$ cat src/rtl/eaglesong_pkg.sv
// rtl/eaglesong_pkg.sv - shared constants and types for the Eaglesong sponge controller
package eaglesong_pkg;

    localparam int STATE_WORDS = 16;
    localparam int RATE_WORDS  = 8;
    localparam logic [7:0] DELIM = 8'h06;
    localparam logic [31:0] PAD_WORD = {DELIM, 24'h000000};

    typedef logic [STATE_WORDS-1:0][31:0] state_t;

    typedef enum logic [2:0] {
        S_IDLE,
        S_ABSORB,
        S_PAD,
        S_START,
        S_WAIT,
        S_SQUEEZE
    } sponge_state_e;

endpackage

$ cat src/rtl/eaglesong_pad_word.sv
// rtl/eaglesong_pad_word.sv - formats one message word into the value XORed into the rate
module eaglesong_pad_word
    import eaglesong_pkg::*;
(
    input  logic [31:0] in_data,
    input  logic [2:0]  in_bytes,
    input  logic        in_last,
    output logic [31:0] pad_word,
    output logic        full_word
);

    always_comb begin
        full_word = !in_last || (in_bytes >= 3'd4);
        pad_word  = in_data;
        if (!full_word) begin
            // Short last word: keep the valid leading bytes, delimiter right after them
            case (in_bytes)
                3'd0:    pad_word = {DELIM, 24'h000000};
                3'd1:    pad_word = {in_data[31:24], DELIM, 16'h0000};
                3'd2:    pad_word = {in_data[31:16], DELIM, 8'h00};
                default: pad_word = {in_data[31:8], DELIM};
            endcase
        end
    end

endmodule

$ cat src/rtl/eaglesong_sponge_ctrl.sv
// rtl/eaglesong_sponge_ctrl.sv - sponge absorb/pad/squeeze sequencer around the Eaglesong engine
module eaglesong_sponge_ctrl
    import eaglesong_pkg::*;
#(
    parameter int DIGEST_WORDS = 8
) (
    input  logic              clk,
    input  logic              rst,
    input  logic [31:0]       in_data,
    input  logic [2:0]        in_bytes,
    input  logic              in_last,
    input  logic              in_valid,
    output logic              in_ready,
    output logic [31:0][15:0] perm_state_input,
    output logic              perm_start_eval,
    input  logic [31:0][15:0] perm_state_output,
    input  logic              perm_eval_output_ready,
    output logic [31:0]       out_data,
    output logic              out_last,
    output logic              out_valid,
    input  logic              out_ready,
    output logic              busy
);

    localparam logic [2:0] LAST_K = 3'(DIGEST_WORDS - 1);

    sponge_state_e fsm;
    sponge_state_e fsm_nxt;
    state_t        st;
    logic [2:0]    w;
    logic [2:0]    k;
    logic          final_blk;
    logic          pad_pending;
    logic          wait_armed;

    logic [31:0]   pad_word;
    logic          full_word;
    logic          accept;
    logic          capture;
    logic          squeeze_done;

    eaglesong_pad_word u_pad_word (
        .in_data   (in_data),
        .in_bytes  (in_bytes),
        .in_last   (in_last),
        .pad_word  (pad_word),
        .full_word (full_word)
    );

    assign in_ready         = !rst && ((fsm == S_IDLE) || (fsm == S_ABSORB));
    assign accept           = in_valid && in_ready;
    // Engine ready may still be high from the previous run on the first WAIT cycle
    assign capture          = (fsm == S_WAIT) && wait_armed && perm_eval_output_ready;
    assign squeeze_done     = (fsm == S_SQUEEZE) && out_ready && (k == LAST_K);

    assign perm_state_input = st;
    assign perm_start_eval  = (fsm == S_START);
    assign out_valid        = (fsm == S_SQUEEZE);
    assign out_last         = out_valid && (k == LAST_K);
    assign out_data         = st[{1'b0, k}];
    assign busy             = (fsm != S_IDLE);

    always_ff @(posedge clk) begin
        if (rst) begin
            fsm <= S_IDLE;
        end else begin
            fsm <= fsm_nxt;
        end
    end

    always_comb begin
        fsm_nxt = fsm;
        case (fsm)
            S_IDLE, S_ABSORB: begin
                if (accept) begin
                    if (!in_last) begin
                        fsm_nxt = (w == 3'd7) ? S_START : S_ABSORB;
                    end else if (!full_word) begin
                        fsm_nxt = S_START;
                    end else begin
                        fsm_nxt = (w == 3'd7) ? S_START : S_PAD;
                    end
                end
            end
            S_PAD:   fsm_nxt = S_START;
            S_START: fsm_nxt = S_WAIT;
            S_WAIT: begin
                if (capture) begin
                    if (final_blk) begin
                        fsm_nxt = S_SQUEEZE;
                    end else if (pad_pending) begin
                        fsm_nxt = S_PAD;
                    end else begin
                        fsm_nxt = S_ABSORB;
                    end
                end
            end
            S_SQUEEZE: begin
                if (squeeze_done) begin
                    fsm_nxt = S_IDLE;
                end
            end
            default: fsm_nxt = S_IDLE;
        endcase
    end

    always_ff @(posedge clk) begin
        if (rst) begin
            st          <= '0;
            w           <= 3'd0;
            k           <= 3'd0;
            final_blk   <= 1'b0;
            pad_pending <= 1'b0;
            wait_armed  <= 1'b0;
        end else begin
            case (fsm)
                S_IDLE, S_ABSORB: begin
                    if (accept) begin
                        st[{1'b0, w}] <= st[{1'b0, w}] ^ pad_word;
                        w             <= w + 3'd1;
                        if (in_last && !full_word) begin
                            final_blk <= 1'b1;
                        end
                        // A full last word still owes a delimiter, in this block or the next
                        if (in_last && full_word) begin
                            pad_pending <= 1'b1;
                        end
                    end
                end
                S_PAD: begin
                    st[{1'b0, w}] <= st[{1'b0, w}] ^ PAD_WORD;
                    pad_pending   <= 1'b0;
                    final_blk     <= 1'b1;
                end
                S_START: begin
                    wait_armed <= 1'b0;
                end
                S_WAIT: begin
                    wait_armed <= 1'b1;
                    if (capture) begin
                        st <= perm_state_output;
                        w  <= 3'd0;
                    end
                end
                S_SQUEEZE: begin
                    if (out_ready) begin
                        k <= k + 3'd1;
                        if (k == LAST_K) begin
                            st        <= '0;
                            k         <= 3'd0;
                            final_blk <= 1'b0;
                        end
                    end
                end
                default: begin
                    w <= 3'd0;
                end
            endcase
        end
    end

endmodule

$ cat config.mk
export PLATFORM = sky130hd
export DESIGN_NAME = eaglesong_sponge_ctrl
export DESIGN_NICKNAME = d
export VERILOG_FILES = /design/src/rtl/eaglesong_pkg.sv /design/src/rtl/eaglesong_pad_word.sv /design/src/rtl/eaglesong_sponge_ctrl.sv
export SDC_FILE = /design/constraint.sdc
export NUM_CORES = 1
export LEC_CHECK = 0
export BUFFER_PORTS_ARGS = -buffer_cell sky130_fd_sc_hd__buf_4
export CAP_MARGIN = 30
export CELL_PAD_IN_SITES_DETAIL_PLACEMENT = 0
export CELL_PAD_IN_SITES_GLOBAL_PLACEMENT = 2
export CORE_AREA = 5 5 429 431
export DETAILED_ROUTE_END_ITERATION = 10
export DIE_AREA = 0 0 434 436
export GPL_TIMING_DRIVEN = 0
export PLACE_DENSITY_LB_ADDON = 0.25
export SYNTH_ARGS = -nofsm -noshare
export SYNTH_HDL_FRONTEND = slang
export SYNTH_SLANG_ARGS = --single-unit
$ cat constraint.sdc
create_clock -name clk -period 7.1 [get_ports clk]
set_clock_uncertainty 0.1 [all_clocks]
set_input_delay 1.065 -clock clk [delete_from_list [all_inputs] [get_ports clk]]
set_output_delay 1.065 -clock clk [all_outputs]
set_load 0.005 [all_outputs]
After elaboration in Yosys (flattened, before gate mapping)
Index checks and enable logic that the tools add are counted.
Cells by class
  eq/ne operators: 16
  bitwise gates (word level): 3
  muxes and demuxes: 38
  $add $sub $neg: 2
  magnitude comparators: 4
  reductions and logical operators: 30
Operator list (count)
  $mux W512: 4
  $pmux W512 S4: 1
  $bwmux W512: 2
  $bmux W32 S3: 2
  $mux W32: 4
  $demux W32 S3: 1
  $pmux W32 S3: 1
  $xor A32 B32 Y32: 1
  $mux W3: 7
  $pmux W3 S5: 1
  $eq A3 B3 Y1 const B: 4
  $logic_and A1 B1 Y1: 10
  $lt A3 B5 Y1 const B: 2
  $reduce_and A5 Y1: 2
  $eq A3 B2 Y1 const B: 3
  $pmux W3 S3: 1
  $reduce_and A3 Y1: 3
  $mux W1: 8
  $ne A2 B2 Y1 const B: 4
  $add A3 B1 Y3 const B: 2
  $eq A3 B1 Y1 const B: 2
  $logic_not A3 Y1: 2
  $mux W2: 3
  $ne A2 B1 Y1 const B: 3
  14 further kinds: 20
Word-level totals
  bits in registers: 524
  output and inout port bits: 549

Longest topological paths before layout
Gate-level depths: netlist of the first run.
  depth in word-level cells: 7
  mapped depth: 9
  mapped depth without buffers: 7

Cells and area by module
A second synthesis of the first run with hierarchy kept.
Unflattened totals
  cells, all modules: 2852
  area total of the unflattened synthesis: 25773.5 µm²
By module, submodules not included
  eaglesong_sponge_ctrl: cells each 2811, seq. area each 10490.1 µm², instances 1, area an instance 25458.2 µm²
  eaglesong_pad_word: cells each 41, seq. area each 0.0 µm², instances 1, area an instance 315.3 µm²

Worst setup path before layout of the first run
Ideal clock, no wire load.
  path type: flip-flop to output port
  from: register k[0]
  to: output out_data[0]
  path slack: 3962 ps
  data arrival time: 1973 ps
  buffers on the path: 2
  required time: 5935 ps
  cell stages (with the launch flop): 5
  path through: dfxtp_1 > buf_2 > buf_1 > mux4_2 > mux2_2
Between the ends
  longest elaborated chain between the ends: 2
Ends and longest elaborated chain
  start: declaration: RTL line eaglesong_sponge_ctrl.sv:31  | logic [2:0] k;
  start signal: assignment: RTL line eaglesong_sponge_ctrl.sv:147  | k <= k + 3'd1;
  $bmux W32 S3: RTL line eaglesong_sponge_ctrl.sv:60  | assign out_data = st[{1'b0, k}];
  $mux W32 (not written as such): RTL line eaglesong_sponge_ctrl.sv:60
  end: declaration: RTL line eaglesong_sponge_ctrl.sv:18  | output logic [31:0] out_data,
No other way between the ends. The select of a mux whose other input is x is not followed.

Final worst setup path of the first run
  from: register fsm[2]
  to: output out_last
Between the ends
  longest elaborated chain between the ends: 2
Ends and longest elaborated chain
  start: declaration: RTL line eaglesong_sponge_ctrl.sv:27  | sponge_state_e fsm;
  start signal: assignment: RTL line eaglesong_sponge_ctrl.sv:67  | fsm <= fsm_nxt;
  $eq A3 B3 Y1: RTL line eaglesong_sponge_ctrl.sv:58  | assign out_valid = (fsm == S_SQUEEZE);
  $logic_and A1 B1 Y1: RTL line eaglesong_sponge_ctrl.sv:59  | assign out_last = out_valid && (k == LAST_K);
  end: declaration: RTL line eaglesong_sponge_ctrl.sv:19  | output logic out_last,
No other way between the ends.

==> results by group, run 1 <==
Die
  • Placeable Area: 179,800 um^2
  • Die area: around 190,000 um^2
  • Row cnt: around 160
  • Starting Density: around 15%
  • Die height: between 400 and 500 um
  • DIE WIDTH: 434 um
  • IO Pins: 1,102

Power
  • Comb power frac: between 10% and 20%
  • Power Total: 8.072 mW
  • Peak VDD IR: about 170 uV
  • Switching Fraction: between 20 and 30%
  • Clk pwr share: approximately 48%
  • Int Power: between 5 and 6 mW
  • Leak: 15.94 nW
  • Sequential group share of total power: a little under two fifths
  • PD cells: 197.0 nW/um^2
  • Sw power: around 2.4 mW

Routing
  • Routed vias/inst: 4.681
  • Initial DRC Count: between 2,000 and 2,500
  • Via count: just over 30,000
  • Antenna-violating nets left: 0
  • DR WL/cell: between 30 and 40 um
  • Drt first pass iters: 5
  • Detailed-route DRC error count: 0
  • Final Routed Wirelength: approximately 220,000 um

Clock network
  • Postcts setup bufs: 0
  • Hold_buf cts: 0
  • Cts repair resizes: 0
  • Num CTS Buffers: 76
  • CTS tree: yes
  • Clock-pin slew on the worst setup and hold paths: 60 ps
  • H-tree Lvls: 3
  • Bufs on Longest Clock Path: 3
  • CTS root buf: clkbuf_16
  • Clk sink count: between 500 and 600
  • Clock Latency Late Sink: between 700 and 800 ps

Worst hold path
  • HP Class: reg -> reg

Worst setup path
  • CP Class: reg -> out
  • Setup crit end kind: primary output
  • Worst path buffer plus inverter count: 5
  • Slowest-stage cell, CP: clkbuf_1
  • Startpoint types: register
  • Max incr delay on CP: just over 700 ps
  • CP Cell Sequence: buf_2, nor2b_1, buf_2, clkbuf_1, clkbuf_1, and3_1, buf_4
  • CP delay by family, top: buffers and inverters
  • CP max FO: 10
  • Crit path DAT: ~4200 ps
  • WP data required: 5930 ps

Timing
  • RSZ-0062 raised after global routing: no
  • Period utilization: between 70 and 80%
  • Setup violators final: 0
  • Fin crit period: approximately 5400 ps
  • Max Fclk: around 190 MHz
  • Hold WS: approximately 400 ps
  • Final Worst Setup Slack: about 1700 ps
  • Hold Vio Cnt, Final: 0
  • Worst slew margin: roughly a quarter
  • Worst Tran Pin Value: roughly 1100 ps
  • Final Max Tran Viols: 0
  • Final setup TNS: 0 ps

Global route
  • Number of global-route vias before repair: just over 30,000
  • Global-route wire length before repair: 288,100 um
  • Gr usage total: about 22%
  • Initial antenna violation count: 41
  • Gr ovfl total: 0
  • Largest net degree at the start of global routing: 11

Place
  • Final GP Congestion: ~0.85
  • Placed Area: 38,470 um^2
  • Dpl cells: between 6,000 and 7,000
  • Placed wire-length estimate: roughly 180,000 um
  • PortBufs: 1,101
  • Pre-CTS WS: around 2400 ps

Yosys
  • Netlist cell types: slightly below 60
  • EDFF count, synth: 0
  • Post-synth ARST share: 0%
  • Synthesized cell area: between 20,000 and 30,000 um^2
  • #FFs+latches synth: between 500 and 600
  • Seq/Total Area, Yosys: roughly two fifths
  • Syn Area/Cell: between 9 and 10 um^2
  • Net Count, Synth: roughly 3,400
  • Predominant post-synthesis flop cell: dfxtp_1
  • Syn Inst Count: between 2,000 and 3,000
  • Ys Warns: 0

Finish
  • Non-filler instance count after layout: between 6,000 and 7,000
  • Core Util, Final: 22.80%
  • Final net count: 4,620
  • Final instance area: 40,980 um^2
  • Layout cell share with drive strength beyond 1: between 30% and 40%
  • Area Growth Syn to Fin: 55.81%

Status
  • Status: finished clean

Flow run
  • Max-cap violations: 0
-- worst paths after layout --
check / end / depth (start not counted) / startpoint / slack [ps]
setup / recovery: out_last / 7 / fsm[2] / 1700
hold / removal: register / 2 / register / 400
setup reg to reg: register / 8 / fsm[2] / 3100
hold reg to reg: register / 2 / register / 400
-- cell usage after synthesis, types with 13 or more instances --
cell type / count / area [um^2]
clkbuf_1: 236 / 885.9
mux2i_1: 126 / 1261
nand3_1: 16 / 80.08
o21ai_0: 146 / 730.7
or4_1: 38 / 285.3
nor2b_1: 14 / 87.58
or3_1: 13 / 81.33
nor2_1: 311 / 1167
buf_2: 34 / 170.2
mux2_2: 32 / 360.4
and2_1: 129 / 807.0
nor3b_1: 15 / 112.6
inv_1: 20 / 75.07
dfxtp_1: 524 / 10490
nor3_1: 22 / 110.1
xnor2_1: 23 / 201.4
nand2_1: 80 / 300.3
o21a_1: 66 / 495.5
mux4_2: 68 / 1531
a22oi_1: 375 / 2815
o221a_2: 47 / 529.3
o22ai_1: 40 / 250.2
a21oi_1: 109 / 545.5
a221o_1: 122 / 1221
nand3b_1: 45 / 337.8
o21ai_1: 16 / 80.08
a221oi_1: 24 / 210.2
o22a_1: 20 / 175.2
-- final cells by class --
cell class / count / area (um^2)
Sequential cell: 524 / 10490
Tap cell: 2370 / 2965
Inverter: 20 / 75.07
Antenna cell: 28 / 70.07
Timing Repair Buffer: 1167 / 9178
Clock buffer: 111 / 2213
Fill cell: 19850 / 138800
Buffer: 283 / 1125
Multi-Input combinational cell: 1991 / 14660
Clock inverter: 22 / 206.4
-- power by group through the flow --
stage	sequential [mW]	combinational, mW	clock (mW)
6_report	3.08	1.10	3.89
5_1_grt	3.08	1.16	4.10
4_1_cts	3.08	1.11	4.03
3_5_place_dp	3.14	1.11	0
3_3_place_gp	3.14	1.08	0
2_1_floorplan	3.10	0.394	0
-- placed cells by master (no fill, tap or decap), types with 45 or more instances in the layout --
| master | Yosys | routed |
|---|---|---|
| a21oi_1 | 109 | 109 |
| a221o_1 | 122 | 122 |
| a22oi_1 | 375 | 375 |
| and2_1 | 129 | 129 |
| buf_4 | 0 | 1109 |
| clkbuf_1 | 236 | 247 |
| clkbuf_16 | 0 | 76 |
| dfxtp_1 | 524 | 524 |
| mux2i_1 | 126 | 126 |
| mux4_2 | 68 | 68 |
| nand2_1 | 80 | 80 |
| nand3b_1 | 45 | 45 |
| nor2_1 | 311 | 311 |
| o21a_1 | 66 | 66 |
| o21ai_0 | 146 | 146 |
| o221a_2 | 47 | 47 |
-- kinds of logic after synthesis --
logic type	count (synthesis)	synth area share, %
compound gates	1009	28.42
simple gates	718	13.87
flops	524	39.88
buf+inv	303	4.514
mux	226	11.99
xor+xnor	34	1.132
fa+ha+maj	4	0.1903
-- tightest hold or removal path, stage by stage (launching register included) --
cell     delay [ps]
dfxtp_1         330
a22oi_1          60
nor2_1           70
-- routing by layer --
layer  up-vias  track usage, %  routed length (um)
li1      13340               -                   -
met1     15420           24.76               82360
met2      1420           39.94              112500
met3       316           5.145               15170
met4         0           9.913               10110
met5         -               0                   0
(Power assumes the default switching activity.)
==> run 2, diff against run 1 <==
--- a/config.mk
+++ b/config.mk
@@ -9,9 +9,9 @@
 export CAP_MARGIN = 30
 export CELL_PAD_IN_SITES_DETAIL_PLACEMENT = 0
 export CELL_PAD_IN_SITES_GLOBAL_PLACEMENT = 2
-export CORE_AREA = 5 5 429 431
+export CORE_AREA = 5 5 431 433
 export DETAILED_ROUTE_END_ITERATION = 10
-export DIE_AREA = 0 0 434 436
+export DIE_AREA = 0 0 436 438
 export GPL_TIMING_DRIVEN = 0
 export PLACE_DENSITY_LB_ADDON = 0.25
 export SYNTH_ARGS = -nofsm -noshare
==> constraint.sdc (replaced) <==
create_clock -name clk -period 5 [get_ports clk]
set_clock_uncertainty 0.1 [all_clocks]
set_input_delay 0.75 -clock clk [delete_from_list [all_inputs] [get_ports clk]]
set_output_delay 0.75 -clock clk [all_outputs]
set_load 0.005 [all_outputs]
==> results by group, run 2 (same netlist as run 1, synthesis figures left out) <==
Routing
  • Initial DRC Count: 1,996 (was 2,278)
  • Via count: 30,310 (was 30,500)
  • Antenna-violating nets left: 0 (unchanged)
  • DR WL/cell: 34.01 um (was 33.79 um)
  • Drt first pass iters: 6 (was 5)
  • Final Routed Wirelength: 222,300 um (was 220,200 um)
  • Detailed-route DRC error count: 0 (unchanged)
  • Routed vias/inst: 4.638 (was 4.681)

Timing
  • Fin crit period: just under 5000 ps
  • Worst Tran Pin Value: 1117 ps (was 1125 ps)
  • Hold Vio Cnt, Final: 0 (unchanged)
  • RSZ-0062 raised after global routing: no (unchanged)
  • Max Fclk: ~210 MHz
  • Setup violators final: 0 (unchanged)
  • Final Max Tran Viols: 0 (unchanged)
  • Final setup TNS: 0 ps (unchanged)
  • Period utilization: a little over nine tenths
  • Worst slew margin: 25.35% (was 24.87%)

Clock network
  • Num CTS Buffers: 76 (unchanged)
  • Clk sink count: 524 (unchanged)
  • Clock-pin slew on the worst setup and hold paths: 60 ps (about the same)
  • Postcts setup bufs: 0 (unchanged)
  • CTS tree: yes (unchanged)
  • Bufs on Longest Clock Path: 3 (unchanged)
  • CTS root buf: clkbuf_16 (unchanged)
  • H-tree Lvls: 3 (unchanged)
  • Cts repair resizes: 0 (unchanged)
  • Clock Latency Late Sink: 710 ps (was 720 ps)
  • Hold_buf cts: 0 (unchanged)

Finish
  • Multi-input logic area: 14,650 um^2 (was 14,660 um^2)
  • FILL cells: 20,150 (was 19,850)
  • Reg area: 10,490 um^2 (unchanged)
  • Core Util, Final: 22.62% (was 22.80%)
  • Most common cell after layout, fill and taps aside: buf_4 (unchanged)
  • Final net count: 4,623 (was 4,620)
  • Layout cell share with drive strength beyond 1: 36.21% (was 36.28%)
  • Area Growth Syn to Fin: 56.29% (was 55.81%)
  • Commonest cells after routing, fill and taps aside: buf_4, dfxtp_1, a22oi_1 (unchanged)

Global route
  • Number of global-route vias before repair: 31,210 (was 30,730)
  • Gr ovfl total: 0 (unchanged)
  • Initial antenna violation count: 48 (was 41)
  • Global-route wire length before repair: 290,900 um (was 288,100 um)
  • Largest net degree at the start of global routing: 12 (was 11)
  • Gr usage total: 22.11% (was 22.19%)

Worst setup path
  • CP delay by family, top: buffers and inverters (unchanged)
  • CP max FO: 10 (unchanged)
  • Crit path DAT: 3980 ps (was 4230 ps)
  • CP Class: reg -> out (unchanged)
  • Startpoint types: register (unchanged)
  • Max incr delay on CP: 710 ps (was 720 ps)
  • WP data required: 4150 ps (was 5930 ps)
  • CP Cell Sequence: buf_2, nor2b_1, buf_2, clkbuf_1, clkbuf_1, and3_1, buf_4 (unchanged)
  • Worst path buffer plus inverter count: 5 (unchanged)
  • Slowest-stage cell, CP: clkbuf_1 (unchanged)
  • Setup crit end kind: primary output (unchanged)

Power
  • Sw power: 3.400 mW (was 2.378 mW)
  • PD cells: 279.2 nW/um^2 (was 197.0 nW/um^2)
  • Clk pwr share: 48.2% (about the same)
  • Sequential group share of total power: 38.1% (was 38.2%)
  • Peak VDD IR: 266.4 uV (was 167.0 uV)
  • Comb power frac: 13.7% (about the same)
  • Switching Fraction: 29.63% (was 29.47%)
  • Leak: 15.99 nW (was 15.94 nW)
  • Int Power: 8.076 mW (was 5.693 mW)

Die
  • Die area: 191,000 um^2 (was 189,200 um^2)
  • Placeable Area: 181,700 um^2 (was 179,800 um^2)
  • DIE WIDTH: 436 um (was 434 um)
  • Starting Density: 14.47% (was 14.63%)
  • Row cnt: 157 (was 156)
  • Die height: 438 um (was 436 um)
  • IO Pins: 1,102 (unchanged)

Place
  • Placed wire-length estimate: 181,300 um (was 177,300 um)
  • PortBufs: 1,101 (unchanged)
  • Final GP Congestion: 0.8433 (was 0.8490)

Worst hold path
  • HP Class: in -> reg (was reg -> reg)

Flow run
  • Max-cap violations: 0 (unchanged)

Status
  • Status: finished clean (unchanged)
run 2: final cells by class:
| cell class | count | area share [%] |
|---|---|---|
| Multi-Input combinational cell | 1991 | 35.64 |
| Inverter | 20 | 0.1826 |
| Sequential cell | 524 | 25.52 |
| Clock buffer | 110 | 5.330 |
| Clock inverter | 25 | 0.6453 |
| Tap cell | 2385 | 7.259 |
| Buffer | 283 | 2.727 |
| Antenna cell | 27 | 0.1644 |
| Timing Repair Buffer | 1170 | 22.53 |
run 2: worst paths after layout:
check | start | to | slack, ps | cells after the start
max | fsm[2] | out_last | 170 | 7
min | perm_state_output[272] | register | 200 | 3
max reg2reg | w[2] | register | 1070 | 8
min reg2reg | register | register | 400 | 2
run 2: worst register-to-register path: stages (launching register included):
cell and delay [ps]:
dfxtp_1 420, buf_2 310, nand3b_1 490, nor3_1 620, clkbuf_1 560, buf_8 240, clkbuf_1 700, nand3b_1 250
a21oi_1 200
run 2: stage by stage:
step           instance area, um^2  instances  hold slack (ps)  worst slack (ps)  power, mW
2_1_floorplan                26300       2818            371.1              2177      4.957
3_3_place_gp                 37550       6304            379.3             7.544      6.013
3_5_place_dp                 38570       6372            383.7             753.0      6.045
4_1_cts                      41020       6507            112.7             103.4      11.68
5_1_grt                      41090       6528            162.3             64.27      11.87
6_report                     41110       6535            201.1             169.4      11.48
run 2: power by group through the flow:
stage	clock, mW	sequential (mW)	combinational (mW)
after floorplan	0	4.40	0.559
after global placement	0	4.46	1.55
after detailed placement	0	4.46	1.58
after CTS	5.72	4.37	1.59
after global routing	5.84	4.38	1.65
final	5.53	4.38	1.57
run 2: metal layers:
metal / GRT usage (%) / up-vias / wire length, um
met2: 40.25 / 1357 / 113700
met4: 10.18 / 6 / 10740
met3: 5.356 / 318 / 14860
met5: 0 / - / 38
met1: 24.17 / 15290 / 82900
li1: - / 13340 / -
==> run 3, diff against run 2 <==
--- a/config.mk
+++ b/config.mk
@@ -5,7 +5,7 @@
 export SDC_FILE = /design/constraint.sdc
 export NUM_CORES = 1
 export LEC_CHECK = 0
-export BUFFER_PORTS_ARGS = -buffer_cell sky130_fd_sc_hd__buf_4
+export BUFFER_PORTS_ARGS = -buffer_cell sky130_fd_sc_hd__buf_2
 export CAP_MARGIN = 30
 export CELL_PAD_IN_SITES_DETAIL_PLACEMENT = 0
 export CELL_PAD_IN_SITES_GLOBAL_PLACEMENT = 2
==> results by group, run 3 (same netlist as run 1, synthesis figures left out) <==
Finish
  • Final net count: 4,626 (was 4,623)
  • Most common cell after layout, fill and taps aside: buf_2 (was buf_4)
  • FILL cells: 20,320 (was 20,150)
  • Commonest cells after routing, fill and taps aside: buf_2, dfxtp_1, a22oi_1 (was buf_4, dfxtp_1, a22oi_1)
  • Non-filler instance count after layout: 6,540 (was 6,535)
  • Layout cell share with drive strength beyond 1: 36.14% (was 36.21%)
  • Area Growth Syn to Fin: 45.90% (was 56.29%)
  • Multi-input logic area: 14,650 um^2 (unchanged)
  • Reg area: 10,490 um^2 (unchanged)

Power
  • Leak: 15.56 nW (was 15.99 nW)
  • Power Total: 11.37 mW (was 11.48 mW)
  • PD cells: 296.2 nW/um^2 (was 279.2 nW/um^2)
  • Peak VDD IR: 212.2 uV (was 266.4 uV)

Clock network
  • Num CTS Buffers: 77 (was 76)
  • Cts repair resizes: 0 (unchanged)
  • H-tree Lvls: 3 (unchanged)
  • Bufs on Longest Clock Path: 3 (unchanged)
  • Clk sink count: 524 (unchanged)
  • Postcts setup bufs: 0 (unchanged)
  • CTS tree: yes (unchanged)
  • Clock Latency Late Sink: 720 ps (was 710 ps)
  • Hold_buf cts: 0 (unchanged)
  • CTS root buf: clkbuf_16 (unchanged)
  • Clock-pin slew on the worst setup and hold paths: 60 ps (about the same)

Worst hold path
  • Min-delay src: perm_state_output[398] (was perm_state_output[272])
  • WHS Path Cells: 3 (unchanged)
  • HP Class: in -> reg (unchanged)

Timing
  • Fin crit period: 4803 ps (was 4831 ps)
  • Period utilization: 96.06% (was 96.61%)
  • Final Max Tran Viols: 0 (unchanged)
  • Worst slew margin: 28.98% (was 25.35%)
  • Final setup TNS: 0 ps (unchanged)
  • Setup violators final: 0 (unchanged)
  • Worst Tran Pin Value: 1063 ps (was 1117 ps)
  • Hold Vio Cnt, Final: 0 (unchanged)
  • Hold WS: 199.2 ps (was 201.1 ps)
  • RSZ-0062 raised after global routing: no (unchanged)
  • Max Fclk: 208.2 MHz (was 207.0 MHz)

Routing
  • Drt first pass iters: 9 (was 6)
  • Initial DRC Count: 2,369 (was 1,996)
  • Final Routed Wirelength: 220,300 um (was 222,300 um)
  • DR WL/cell: 33.68 um (was 34.01 um)
  • Antenna-violating nets left: 0 (unchanged)
  • Via count: 30,590 (was 30,310)
  • Detailed-route DRC error count: 0 (unchanged)
  • Routed vias/inst: 4.677 (was 4.638)

Worst setup path
  • WP data required: 4150 ps (about the same)
  • CP max FO: 10 (unchanged)
  • Cells on worst reg2reg path: 8 (unchanged)
  • Setup crit end kind: primary output (unchanged)
  • Worst r2r src: w[2] (unchanged)
  • R2R Setup Slk: 1070 ps (about the same)
  • CP Class: reg -> out (unchanged)
  • Startpoint types: register (unchanged)
  • Crit path DAT: 3950 ps (was 3980 ps)

Die
  • Starting Density: 14.47% (unchanged)
  • Die height: 438 um (unchanged)
  • Placeable Area: 181,700 um^2 (unchanged)
  • IO Pins: 1,102 (unchanged)
  • DIE WIDTH: 436 um (unchanged)
  • Die area: 191,000 um^2 (unchanged)
  • Row cnt: 157 (unchanged)

Global route
  • Number of global-route vias before repair: 30,800 (was 31,210)
  • Initial antenna violation count: 86 (was 48)
  • Gr usage total: 21.91% (was 22.11%)
  • Global-route wire length before repair: 287,300 um (was 290,900 um)
  • Gr ovfl total: 0 (unchanged)
  • Largest net degree at the start of global routing: 12 (unchanged)

Status
  • Status: finished clean (unchanged)

Place
  • PortBufs: 1,101 (unchanged)
  • Final GP Congestion: 0.8576 (was 0.8433)
  • Dpl cells: 6,374 (was 6,372)
  • Placed wire-length estimate: 180,400 um (was 181,300 um)

Flow run
  • Max-cap violations: 0 (unchanged)
run 3: changes by cell type in the layout (fill, tap and decap cells not counted), sizes merged:
| cell | delta |
|---|---|
| clkinv | -12 |
| diode | +8 |
| buf | +2 |
| bufinv | +2 |
| clkbuf | +2 |
| inv | +2 |
| clkinvlp | +1 |
run 3: critical path, stage by stage (launching register included):
cell      delay [ps]
dfxtp_1          300
buf_2            210
nor2b_1          560
buf_2            430
clkbuf_1         680
clkbuf_1         650
and3_1           250
buf_2            170
run 3: how the worst max path moves through the flow:
stage / from / cells past startpoint / slack [ps] / to
after global routing: fsm[2] / 7 / 60 / out_last
after CTS: fsm[2] / 7 / 120 / out_last
after global placement: rst / 8 / -10 / register
after detailed placement: rst / 7 / 670 / in_ready
final: fsm[2] / 7 / 200 / out_last
after floorplan: k[0] / 4 / 2180 / out_data[0]
run 3: power by group:
part | leakage (nW) | internal (mW) | total (mW) | switching [mW]
combinational | 10.1 | 0.506 | 1.41 | 0.903
clock | 1.20 | 3.29 | 5.58 | 2.30
sequential | 4.23 | 4.24 | 4.37 | 0.129
total | 15.6 | 8.04 | 11.4 | 3.33
run 3: layer usage:
metal  routed length [um]  part of all wire (%)  vias to the layer above  track usage [%]
met4                 9149                   4.2                       20            8.333
met1                82810                    38                    15450            24.13
li1                     -                     -                    13370                -
met3                13840                   6.3                      352            5.074
met5                  119                 0.054                        -                0
met2               114400                    52                     1395            40.70
run 3: through the flow:
step | util (%) | area [um^2] | setup slack, ps
final | 21.12 | 38370 | 197.1
after global routing | 21.09 | 38330 | 61.84
after CTS | 21.06 | 38270 | 121.6
after detailed placement | 19.71 | 35810 | 670.2
after global placement | 19.15 | 34800 | -14.10
after floorplan | - | 26300 | 2177
run 3: area by class of cell:
| type | count | area share (%) |
|---|---|---|
| multi-input combinational | 1991 | 38.18 |
| tap | 2385 | 7.777 |
| inverter | 20 | 0.1956 |
| antenna | 35 | 0.2282 |
| timing repair buffer | 1172 | 16.96 |
| clock buffer | 112 | 5.814 |
| clock inverter | 18 | 0.5869 |
| sequential | 524 | 27.34 |
| buffer | 283 | 2.922 |
